File: config.mk
export PLATFORM = sky130hd
export DESIGN_NAME = axil_led_bank_flat
export DESIGN_NICKNAME = d
export VERILOG_FILES = /design/src/rtl/led_bank_pkg.sv /design/src/rtl/axil_led_bank_if.sv /design/src/rtl/led_bank_blink_timer.sv /design/src/rtl/axil_led_bank.sv /design/src/flat_wrapper.sv
export SDC_FILE = /design/constraint.sdc
export NUM_CORES = 1
export LEC_CHECK = 0
export CAP_MARGIN = 20
export CORE_ASPECT_RATIO = 1.2
export CORE_MARGIN = 4
export CORE_UTILIZATION = 56
export CTS_CLUSTER_DIAMETER = 60
export DETAILED_ROUTE_END_ITERATION = 12
export MAX_ROUTING_LAYER = met4
export PLACE_DENSITY = 0.95
export REMOVE_ABC_BUFFERS = 1
export SKIP_CTS_REPAIR_TIMING = 1
export SLEW_MARGIN = 30
export SYNTH_ARGS = -nofsm -noshare
export SYNTH_HDL_FRONTEND = slang
export SYNTH_SLANG_ARGS = --single-unit
File: constraint.sdc
create_clock -name aclk -period 8.3 [get_ports aclk]
set_input_delay 2.075 -clock aclk [delete_from_list [all_inputs] [get_ports aclk]]
set_output_delay 2.075 -clock aclk [all_outputs]
set_load 0.02 [all_outputs]
File: src/rtl/led_bank_pkg.sv
// Shared constants and FSM state types for the AXI4-Lite LED bank.
package led_bank_pkg;

    localparam logic [1:0] RESP_OKAY   = 2'b00;
    localparam logic [1:0] RESP_SLVERR = 2'b10;

    localparam int OFF_PERIOD = 'h80;
    localparam int OFF_STAT   = 'h84;
    localparam int CH_STRIDE  = 8;

    typedef enum logic [0:0] {W_IDLE, W_RESP} wr_state_t;
    typedef enum logic [0:0] {R_IDLE, R_DATA} rd_state_t;

endpackage

File: src/rtl/axil_led_bank_if.sv
// AXI4-Lite bus bundle between the PS/VIP master and the LED bank slave.
interface axil_led_bank_if #(parameter int ADDR_W = 8);

    logic [ADDR_W-1:0] awaddr;
    logic              awvalid;
    logic              awready;
    logic [31:0]       wdata;
    logic [3:0]        wstrb;
    logic              wvalid;
    logic              wready;
    logic [1:0]        bresp;
    logic              bvalid;
    logic              bready;
    logic [ADDR_W-1:0] araddr;
    logic              arvalid;
    logic              arready;
    logic [31:0]       rdata;
    logic [1:0]        rresp;
    logic              rvalid;
    logic              rready;

    modport master (
        output awaddr, awvalid, wdata, wstrb, wvalid, bready, araddr, arvalid, rready,
        input  awready, wready, bresp, bvalid, arready, rdata, rresp, rvalid
    );

    modport slave (
        input  awaddr, awvalid, wdata, wstrb, wvalid, bready, araddr, arvalid, rready,
        output awready, wready, bresp, bvalid, arready, rdata, rresp, rvalid
    );

endinterface

File: src/rtl/led_bank_blink_timer.sv
// Shared blink timer: counts 0..period-1 and toggles phase on each wrap.
module led_bank_blink_timer #(
    parameter int CNT_W = 24
) (
    input  logic             aclk,
    input  logic             areset,
    input  logic [CNT_W-1:0] period,
    input  logic             period_wr,
    output logic             phase,
    output logic             wrap
);

    logic [CNT_W-1:0] cnt;

    // wrap marks the edge on which phase toggles; a period write restarts instead
    assign wrap = (period != '0) && !period_wr && (cnt == period - CNT_W'(1));

    always_ff @(posedge aclk or posedge areset) begin
        if (areset) begin
            cnt   <= '0;
            phase <= 1'b1;
        end else if (period_wr || period == '0) begin
            cnt   <= '0;
            phase <= 1'b1;
        end else if (wrap) begin
            cnt   <= '0;
            phase <= ~phase;
        end else begin
            cnt   <= cnt + CNT_W'(1);
        end
    end

endmodule

File: src/rtl/axil_led_bank.sv
// AXI4-Lite LED bank: N_CH channels with static/blink modes and a shared blink timer.
// Optional LED_BANK_PHASE_IRQ_EN adds STAT at 0x84 and a level irq on phase wraps.
module axil_led_bank
    import led_bank_pkg::*;
#(
    parameter int ADDR_W = 8,
    parameter int N_CH   = 4,
    parameter int LED_W  = 4,
    parameter int CNT_W  = 24
) (
    input  logic                  aclk,
    input  logic                  areset,
    axil_led_bank_if.slave        s_axi,
    output logic [N_CH*LED_W-1:0] led_o
`ifdef LED_BANK_PHASE_IRQ_EN
    ,
    output logic                  irq
`endif
);

    function automatic logic is_chan(input logic [ADDR_W-1:0] a);
        return ((a >> 7) == '0) && (int'(a[6:3]) < N_CH);
    endfunction

    function automatic logic is_off(input logic [ADDR_W-1:0] a, input int off);
        return (a & ~ADDR_W'(3)) == ADDR_W'(off);
    endfunction

    function automatic logic [31:0] apply_strb(input logic [31:0] old, input logic [31:0] d,
                                               input logic [3:0] s);
        logic [31:0] r;
        for (int b = 0; b < 4; b++) r[b*8 +: 8] = s[b] ? d[b*8 +: 8] : old[b*8 +: 8];
        return r;
    endfunction

    wr_state_t        wr_state;
    rd_state_t        rd_state;
    logic [LED_W-1:0] ctrl_val [N_CH];
    logic [N_CH-1:0]  ctrl_blink;
    logic [31:0]      ctrl_word [N_CH];
    logic [CNT_W-1:0] period;
    logic             phase;
    logic             wr_fire, wr_period, wr_stat, wr_err;
    logic [N_CH-1:0]  wr_ch_sel;
    logic [31:0]      rd_word;
    logic             rd_err;
`ifdef LED_BANK_PHASE_IRQ_EN
    logic             phase_wrap;
    logic             stat_flag;
`else
    logic             phase_wrap_unused;
`endif

    always_comb begin
        for (int c = 0; c < N_CH; c++) begin
            ctrl_word[c]     = 32'(ctrl_val[c]);
            ctrl_word[c][31] = ctrl_blink[c];
        end
    end

    // Write decode: ready is asserted only while both valids are held, so the edge with ready high is the handshake
    assign wr_fire = (wr_state == W_IDLE) && s_axi.awready && s_axi.awvalid && s_axi.wvalid;

    always_comb begin
        for (int c = 0; c < N_CH; c++)
            wr_ch_sel[c] = is_chan(s_axi.awaddr) && !s_axi.awaddr[2] && (s_axi.awaddr[6:3] == 4'(c));
        wr_period = is_off(s_axi.awaddr, OFF_PERIOD);
`ifdef LED_BANK_PHASE_IRQ_EN
        wr_stat   = is_off(s_axi.awaddr, OFF_STAT);
`else
        wr_stat   = 1'b0;
`endif
        wr_err    = !(|wr_ch_sel) && !wr_period && !wr_stat;
    end

    always_ff @(posedge aclk or posedge areset) begin
        if (areset) begin
            wr_state      <= W_IDLE;
            s_axi.awready <= 1'b0;
            s_axi.wready  <= 1'b0;
            s_axi.bvalid  <= 1'b0;
            s_axi.bresp   <= RESP_OKAY;
        end else begin
            case (wr_state)
                W_IDLE: begin
                    if (wr_fire) begin
                        s_axi.awready <= 1'b0;
                        s_axi.wready  <= 1'b0;
                        s_axi.bvalid  <= 1'b1;
                        s_axi.bresp   <= wr_err ? RESP_SLVERR : RESP_OKAY;
                        wr_state      <= W_RESP;
                    end else begin
                        s_axi.awready <= s_axi.awvalid && s_axi.wvalid && !s_axi.awready;
                        s_axi.wready  <= s_axi.awvalid && s_axi.wvalid && !s_axi.awready;
                    end
                end
                W_RESP: begin
                    if (s_axi.bready) begin
                        s_axi.bvalid <= 1'b0;
                        wr_state     <= W_IDLE;
                    end
                end
            endcase
        end
    end

    always_ff @(posedge aclk or posedge areset) begin
        if (areset) begin
            for (int c = 0; c < N_CH; c++) ctrl_val[c] <= '0;
            ctrl_blink <= '0;
            period     <= '0;
        end else if (wr_fire) begin
            for (int c = 0; c < N_CH; c++) begin
                if (wr_ch_sel[c]) begin
                    ctrl_val[c]   <= LED_W'(apply_strb(ctrl_word[c], s_axi.wdata, s_axi.wstrb));
                    ctrl_blink[c] <= s_axi.wstrb[3] ? s_axi.wdata[31] : ctrl_blink[c];
                end
            end
            if (wr_period)
                period <= CNT_W'(apply_strb(32'(period), s_axi.wdata, s_axi.wstrb));
        end
    end

    led_bank_blink_timer #(.CNT_W(CNT_W)) u_timer (
        .aclk      (aclk),
        .areset    (areset),
        .period    (period),
        .period_wr (wr_fire && wr_period),
        .phase     (phase),
`ifdef LED_BANK_PHASE_IRQ_EN
        .wrap      (phase_wrap)
`else
        .wrap      (phase_wrap_unused)
`endif
    );

`ifdef LED_BANK_PHASE_IRQ_EN
    // Set beats a same-cycle clear so no wrap is ever lost
    always_ff @(posedge aclk or posedge areset) begin
        if (areset)
            stat_flag <= 1'b0;
        else if (phase_wrap && |ctrl_blink)
            stat_flag <= 1'b1;
        else if (wr_fire && wr_stat && s_axi.wstrb[0] && s_axi.wdata[0])
            stat_flag <= 1'b0;
    end

    assign irq = stat_flag;
`endif

    always_ff @(posedge aclk or posedge areset) begin
        if (areset)
            led_o <= '0;
        else
            for (int c = 0; c < N_CH; c++)
                led_o[c*LED_W +: LED_W] <= (ctrl_blink[c] && !phase) ? '0 : ctrl_val[c];
    end

    // Read decode samples live registers, so a same-edge write is seen only by later reads
    always_comb begin
        rd_word = '0;
        rd_err  = 1'b1;
        for (int c = 0; c < N_CH; c++) begin
            if (is_chan(s_axi.araddr) && s_axi.araddr[6:3] == 4'(c)) begin
                rd_err  = 1'b0;
                rd_word = s_axi.araddr[2] ? 32'(led_o[c*LED_W +: LED_W]) : ctrl_word[c];
            end
        end
        if (is_off(s_axi.araddr, OFF_PERIOD)) begin
            rd_err  = 1'b0;
            rd_word = 32'(period);
        end
`ifdef LED_BANK_PHASE_IRQ_EN
        if (is_off(s_axi.araddr, OFF_STAT)) begin
            rd_err  = 1'b0;
            rd_word = {31'b0, stat_flag};
        end
`endif
    end

    always_ff @(posedge aclk or posedge areset) begin
        if (areset) begin
            rd_state      <= R_IDLE;
            s_axi.arready <= 1'b0;
            s_axi.rvalid  <= 1'b0;
            s_axi.rdata   <= '0;
            s_axi.rresp   <= RESP_OKAY;
        end else begin
            case (rd_state)
                R_IDLE: begin
                    if (s_axi.arready && s_axi.arvalid) begin
                        s_axi.arready <= 1'b0;
                        s_axi.rvalid  <= 1'b1;
                        s_axi.rdata   <= rd_word;
                        s_axi.rresp   <= rd_err ? RESP_SLVERR : RESP_OKAY;
                        rd_state      <= R_DATA;
                    end else begin
                        s_axi.arready <= s_axi.arvalid && !s_axi.arready;
                    end
                end
                R_DATA: begin
                    if (s_axi.rready) begin
                        s_axi.rvalid <= 1'b0;
                        rd_state     <= R_IDLE;
                    end
                end
            endcase
        end
    end

endmodule

File: src/flat_wrapper.sv
// flat-port wrapper written by rule: the top's interface ports become plain ports
module axil_led_bank_flat import led_bank_pkg::*;
#(
    parameter int ADDR_W = 8,
    parameter int N_CH   = 4,
    parameter int LED_W  = 4,
    parameter int CNT_W  = 24
)
  (aclk, areset, led_o, s_axi_awaddr, s_axi_awvalid, s_axi_wdata, s_axi_wstrb, s_axi_wvalid, s_axi_bready, s_axi_araddr, s_axi_arvalid, s_axi_rready, s_axi_awready, s_axi_wready, s_axi_bresp, s_axi_bvalid, s_axi_arready, s_axi_rdata, s_axi_rresp, s_axi_rvalid);
  axil_led_bank_if #(.ADDR_W(ADDR_W)) s_axi_i ();
  input  logic aclk;
  input  logic areset;
  output logic [N_CH*LED_W-1:0] led_o;
  input wire logic [$bits(s_axi_i.awaddr)-1:0] s_axi_awaddr;
  input wire logic [$bits(s_axi_i.awvalid)-1:0] s_axi_awvalid;
  input wire logic [$bits(s_axi_i.wdata)-1:0] s_axi_wdata;
  input wire logic [$bits(s_axi_i.wstrb)-1:0] s_axi_wstrb;
  input wire logic [$bits(s_axi_i.wvalid)-1:0] s_axi_wvalid;
  input wire logic [$bits(s_axi_i.bready)-1:0] s_axi_bready;
  input wire logic [$bits(s_axi_i.araddr)-1:0] s_axi_araddr;
  input wire logic [$bits(s_axi_i.arvalid)-1:0] s_axi_arvalid;
  input wire logic [$bits(s_axi_i.rready)-1:0] s_axi_rready;
  output wire logic [$bits(s_axi_i.awready)-1:0] s_axi_awready;
  output wire logic [$bits(s_axi_i.wready)-1:0] s_axi_wready;
  output wire logic [$bits(s_axi_i.bresp)-1:0] s_axi_bresp;
  output wire logic [$bits(s_axi_i.bvalid)-1:0] s_axi_bvalid;
  output wire logic [$bits(s_axi_i.arready)-1:0] s_axi_arready;
  output wire logic [$bits(s_axi_i.rdata)-1:0] s_axi_rdata;
  output wire logic [$bits(s_axi_i.rresp)-1:0] s_axi_rresp;
  output wire logic [$bits(s_axi_i.rvalid)-1:0] s_axi_rvalid;
  assign s_axi_i.awaddr = s_axi_awaddr;
  assign s_axi_i.awvalid = s_axi_awvalid;
  assign s_axi_i.wdata = s_axi_wdata;
  assign s_axi_i.wstrb = s_axi_wstrb;
  assign s_axi_i.wvalid = s_axi_wvalid;
  assign s_axi_i.bready = s_axi_bready;
  assign s_axi_i.araddr = s_axi_araddr;
  assign s_axi_i.arvalid = s_axi_arvalid;
  assign s_axi_i.rready = s_axi_rready;
  assign s_axi_awready = s_axi_i.awready;
  assign s_axi_wready = s_axi_i.wready;
  assign s_axi_bresp = s_axi_i.bresp;
  assign s_axi_bvalid = s_axi_i.bvalid;
  assign s_axi_arready = s_axi_i.arready;
  assign s_axi_rdata = s_axi_i.rdata;
  assign s_axi_rresp = s_axi_i.rresp;
  assign s_axi_rvalid = s_axi_i.rvalid;
  axil_led_bank #(.ADDR_W(ADDR_W), .N_CH(N_CH), .LED_W(LED_W), .CNT_W(CNT_W)) u_core (.aclk(aclk), .areset(areset), .s_axi(s_axi_i), .led_o(led_o));
endmodule
# Word-level counts from Yosys, hierarchy flattened
# Index checks and enable logic that the tools add are counted.
[op_classes]
add_sub_neg = 2
n_lt_le_gt_ge = 2
eq_ne = 13
n_mux = 38
n_bitwise = 3
reduce_logical = 57
[ops]
columns = ["cell", "count"]
rows = [
  ["$mux 32", 9],
  ["$mux 24", 2],
  ["$reduce_and 3->1", 11],
  ["$logic_and 1x1->1", 26],
  ["$add 24x1->24 const B", 1],
  ["$eq 24x24->1", 1],
  ["$logic_not 24->1", 1],
  ["$reduce_bool 24->1", 1],
  ["$sub 24x1->24 const B", 1],
  ["$mux 1", 17],
  ["$eq 4x2->1 const B", 4],
  ["$logic_not 8->1", 2],
  ["$mux 4", 4],
  ["$eq 6x6->1 const B", 2],
  ["$eq 4x1->1 const B", 2],
  ["$logic_not 4->1", 2],
  ["$lt 4x3->1 const B", 2],
  ["$pmux 1 s2", 4],
  ["$reduce_and 2->1", 4],
  ["$logic_not 1->1", 7],
  ["$mux 2", 2],
  ["$ne 2x1->1 const B", 2],
  ["$ne 2x2->1 const B", 2],
  ["$reduce_or 4->1", 1],
  ["other kinds (3)", 5],
]
[totals]
register_bits = 127
in_bits = 59
output_inout_bits = 57
word_cells = 138

# Logic depth before layout (Yosys ltp)
[depth]
word_depth = 10
depth_mapped = 11
depth_no_buf = 9

# By module
# From an unflattened synthesis, not the netlist that was laid out.
[unflattened]
hier_cells = 589
hier_area_um2 = 6219.7
[by_module_without_submodules]
columns = ["mod", "n_inst", "cells_per_inst", "area_per_inst_um2", "seq_area_each_um2"]
rows = [
  ["axil_led_bank", 1, 328, 4027.6, 2327.2],
  ["led_bank_blink_timer", 1, 261, 2192.1, 626.9],
]

# Worst setup path after synthesis
# No wires, ideal clock.
[synth_timing]
path_type = "input to register"
start = "in s_axi_araddr[2]"
end = "reg u_core.s_axi.rdata[9]"
setup_ps = 83
arrival_ps = 3899
slack_ps = 4318
stages = 6
path_buffers = 2
cell_sequence = "buf_1 > or4b_2 > nor3_1 > clkbuf_1 > nand2_1 > o21ai_0"
[synth_between]
elab_chain_len = 2
[synth_lines]
columns = ["element", "line", "source"]
rows = [
  ["start, declared", "flat_wrapper.sv:20", "input wire logic [$bits(s_axi_i.araddr)-1:0] s_axi_araddr;"],
  ["$eq 6x6->1", "axil_led_bank.sv:26", "return (a & ~ADDR_W'(3)) == ADDR_W'(off);"],
  ["$mux 32", "axil_led_bank.sv:169", "if (is_off(s_axi.araddr, OFF_PERIOD)) begin"],
  ["end signal, assigned", "axil_led_bank.sv:194", "s_axi.rdata <= rd_word;"],
  ["end, declared", "axil_led_bank_if.sv:29", "output awready, wready, bresp, bvalid, arready, rdata, rresp, rvalid"],
]
# No other way between the ends.
# A chain may end at the register's enable or synchronous reset.

# Final worst setup path
[layout_timing]
start = "in s_axi_araddr[2]"
end = "reg u_core.s_axi.rdata[1]"
[layout_between]
elab_chain_len = 6
elab_cells_between_ends = 10
classes_between = "1 x eq/ne; 9 x mux"
[layout_lines]
columns = ["element", "line", "source"]
rows = [
  ["$mux 32", "axil_led_bank.sv:166", "rd_word = s_axi.araddr[2] ? 32'(led_o[c*LED_W +: LED_W]) : ctrl_word[c];"],
  ["$mux 32 (4 in a row)", "axil_led_bank.sv:164", "if (is_chan(s_axi.araddr) && s_axi.araddr[6:3] == 4'(c)) begin"],
  ["$mux 32 *", "axil_led_bank.sv:169", ""],
]
# Every way passes the cells marked *; elsewhere a longest branch is shown, timed or not.

==> impl_results.md <==
- Total clock sinks: 118
- Max Cap Viol: 0
- Final Skew: a little under 9 ps
- Layout cells sized above 1: between 10% and 20%
- Area grow syn2layout: 26.0%
- Critical path type: in2reg
- Gate power share: between 10% and 20%
- Net Sw Power: around 0.44 mW
- CTS tree: yes
- WHS Endpoint: u_core.s_axi.rdata[11]$_DFFE_PP0P_
- Power, Total: ~1.5 mW
- Hold Crit Class: reg2reg
- Max FO, Critical Path: 25
- Antenna fix cells: 0
- Seq/Total Area, Yosys: between 40% and 50%
- Clk Latency, worst-skew pair: around 420 ps
- Routability cong.: slightly below 1
- Port Buffers: 95
- Final #Nets: between 700 and 800
- Power Internal: around 1.1 mW
- Ports: 116
- Reg-to-reg slack, setup: around 4500 ps
- Global-route usage over all layers: between 20% and 30%
- Die Y: roughly 120 µm
- Total routed wirelength: 16200 µm
- Setup TNS Final: 0 ps
- Peak VDD IR: roughly 0.13 mV
- Drt pass-1 iters: 5
- DR vias: about 4900
- Synth Area per Inst: approximately 10 µm²
- Synthesized area: just over 6000 µm²
- DR WL/cell: between 15 and 20 µm
- Synthesis Warnings: 0
- H-tree depth: 4
- CP required: approximately 8600 ps
- Tcrit/Tclk final: between 40% and 50%
- Initial core utilization: 57.4%
- Endpoints failing setup: 0
- Pin count of the biggest net entering global routing: 75
- Startpoint types: input pin
- Vias in the first global route: around 5200
- PwrDens: 202 nW/µm²
- Post-place setup slack: slightly below 4000 ps
- Fmax: approximately 0.25 GHz
- Fin crit period: 4020 ps
- Final worst slack: 4280 ps
- Lkg Pwr: between 3 and 4 nW
- RSZ-0062 raised after global routing: no
- Slew HR: about 36%
- Post-route antenna net violation count: 0
- Die ar.: around 13000 µm²
- Sw Share: 28.5%
- Crit end category: flip-flop
- DRC: 0
- Hold Violations, Final: 0
- Rows: about 40
- RR Endpoint: u_core.u_timer.cnt[3]$_DFF_PP0_
- Seq pwr share: about 40%
- Floorplan core area: between 10000 and 15000 µm²
- Yosys cell types: ~60
- Clk pwr share: a little under half
- Vias per cell: 6.01
- EDFF count, synth: 0
- Reg-to-reg startpoint: u_core.period[16]$_DFFE_PP0P_
- Slew @ Worst Pin: 962 ps
- GRT overflow: 0
- TritonCTS Buffers: 17
- Root Driver: clkbuf_16
- HPWL Detailed: around 11000 µm
- CTS max path bufs: 2
- FF-to-FF path depth: 7
- Cell count after synthesis: ~590
- Initial DRC Count: roughly 320
- Final hold slack: 480 ps
- Min-delay src: u_core.s_axi.rdata[11]$_DFFE_PP0P_
- Initial antenna violation count: 0
- Crit path arrival time: 4330 ps
- Status: completed
- Hold Path Stages: 2
- Clock transition at path regs: roughly 60 ps
- Share of synthesized registers carrying an async set or reset: 100%
- Synth Flop Type: dfrtp_1
- Slew Limit Fails: 0
- First-pass GRT wire length: ~26000 µm
- Seq cells post-synth: around 120
- Die span in x: 103 µm
-- power by group through the flow --
stage | Sequential, mW | Combinational (mW) | Clock (mW)
2_1_floorplan | 0.636 | 0.0944 | 0
3_3_place_gp | 0.623 | 0.187 | 0
3_5_place_dp | 0.624 | 0.194 | 0
4_1_cts | 0.614 | 0.197 | 0.730
5_1_grt | 0.618 | 0.214 | 0.760
6_report | 0.615 | 0.196 | 0.727
-- per-layer routing --
layer  vias up  global-route usage, %  routed length (µm)
met3        59                   5.90                1020
met5         -                      -                   0
met1      2417                   30.5                6140
li1       2206                      -                   -
met2       225                   48.0                8510
met4         0                   11.3                 486
-- synth_stat cells (4+ instances only) --
cell      number  area [µm²]
a21oi_1        8        40.0
and2_1        19         119
and3_1         7        43.8
buf_4         10        75.1
clkbuf_1      18        67.6
dfrtp_1      117        2930
inv_1         13        48.8
mux2_2        44         495
mux2i_1        5        50.1
mux4_2         9         203
nand2_1       74         278
nand2b_1       4        25.0
nand3_1       19        95.1
nand4_1       12        75.1
nor2_1        50         188
nor3_1        18        90.1
nor4_1        10        62.6
o21ai_0       36         180
or3_1          6        37.5
xnor2_1       20         175
xor2_1        30         263
-- layout by cell type, fill, tap and decap left out, drive strengths merged, types with 10 or more instances in the layout --
cell type      count
o21ai             36
nand3             19
mux2              44
and2              21
clkbuf            17
clkdlybuf4s50     95
nor4              10
inv               24
nand2             74
nor3              18
nor2              50
xor2              30
xnor2             20
dfrtp            117
nand4             12
-- how the worst max path moves through the flow --
stage / depth (start not counted) / endpoint / from
final: 6 / u_core.s_axi.rdata[1]$_DFFE_PP0P_ / s_axi_araddr[2]
after global routing: 6 / u_core.s_axi.rdata[4]$_DFFE_PP0P_ / s_axi_araddr[2]
after CTS: 6 / u_core.s_axi.rdata[1]$_DFFE_PP0P_ / s_axi_araddr[2]
after detailed placement: 6 / u_core.s_axi.rdata[2]$_DFFE_PP0P_ / s_axi_araddr[2]
after global placement: 6 / u_core.s_axi.rresp[1]$_DFFE_PP0P_ / s_axi_araddr[2]
after floorplan: 1 / u_core.ctrl_blink[0]$_DFFE_PP0P_ / areset
-- per-stage QoR --
step | cells | cell area, µm² | utilization [%]
final | 817 | 7600 | 72.3
after global routing | 817 | 7600 | 72.3
after CTS | 817 | 7600 | 72.2
after detailed placement | 785 | 7020 | 66.7
after global placement | 785 | 7020 | 66.7
after floorplan | 558 | 5870 | -
-- final cells by class --
class / instances / area, µm²
Tap cell: 129 / 161
Clock inverter: 15 / 154
Fill cell: 712 / 2920
Sequential cell: 118 / 2950
Inverter: 13 / 51.3
Multi-Input combinational cell: 427 / 2880
Timing Repair Buffer: 98 / 977
Clock buffer: 17 / 425
-- sequential cells by signal, indices dropped and copies added (netlist names), 4 cells and up --
| register | count |
|---|---|
| u_core.period | 24 |
| u_core.ctrl_val | 16 |
| u_core.s_axi.rdata | 25 |
| u_core.led_o | 16 |
| u_core.ctrl_blink | 4 |
| u_core.u_timer.cnt | 24 |
-- critical path, stage by stage --
cell,delay (ps)
clkdlybuf4s50_1,680
or4b_2,780
nor3_2,130
buf_4,310
a21oi_1,130
o21ai_0,210
-- kinds of logic after synthesis --
kind of cell               after synthesis  share of synthesized area, %
buffers and inverters                   48                          4.00
other                                    1                        0.0622
DFF                                    118                          49.0
AOI/OAI and AO/OA                       67                          7.09
and+or+nand+nor                        241                          19.8
adders and majority gates                2                         0.415
xor gates and xnor gates                50                          7.26
muxes                                   58                          12.4
Note: power is estimated with default switching activity, not from simulation.
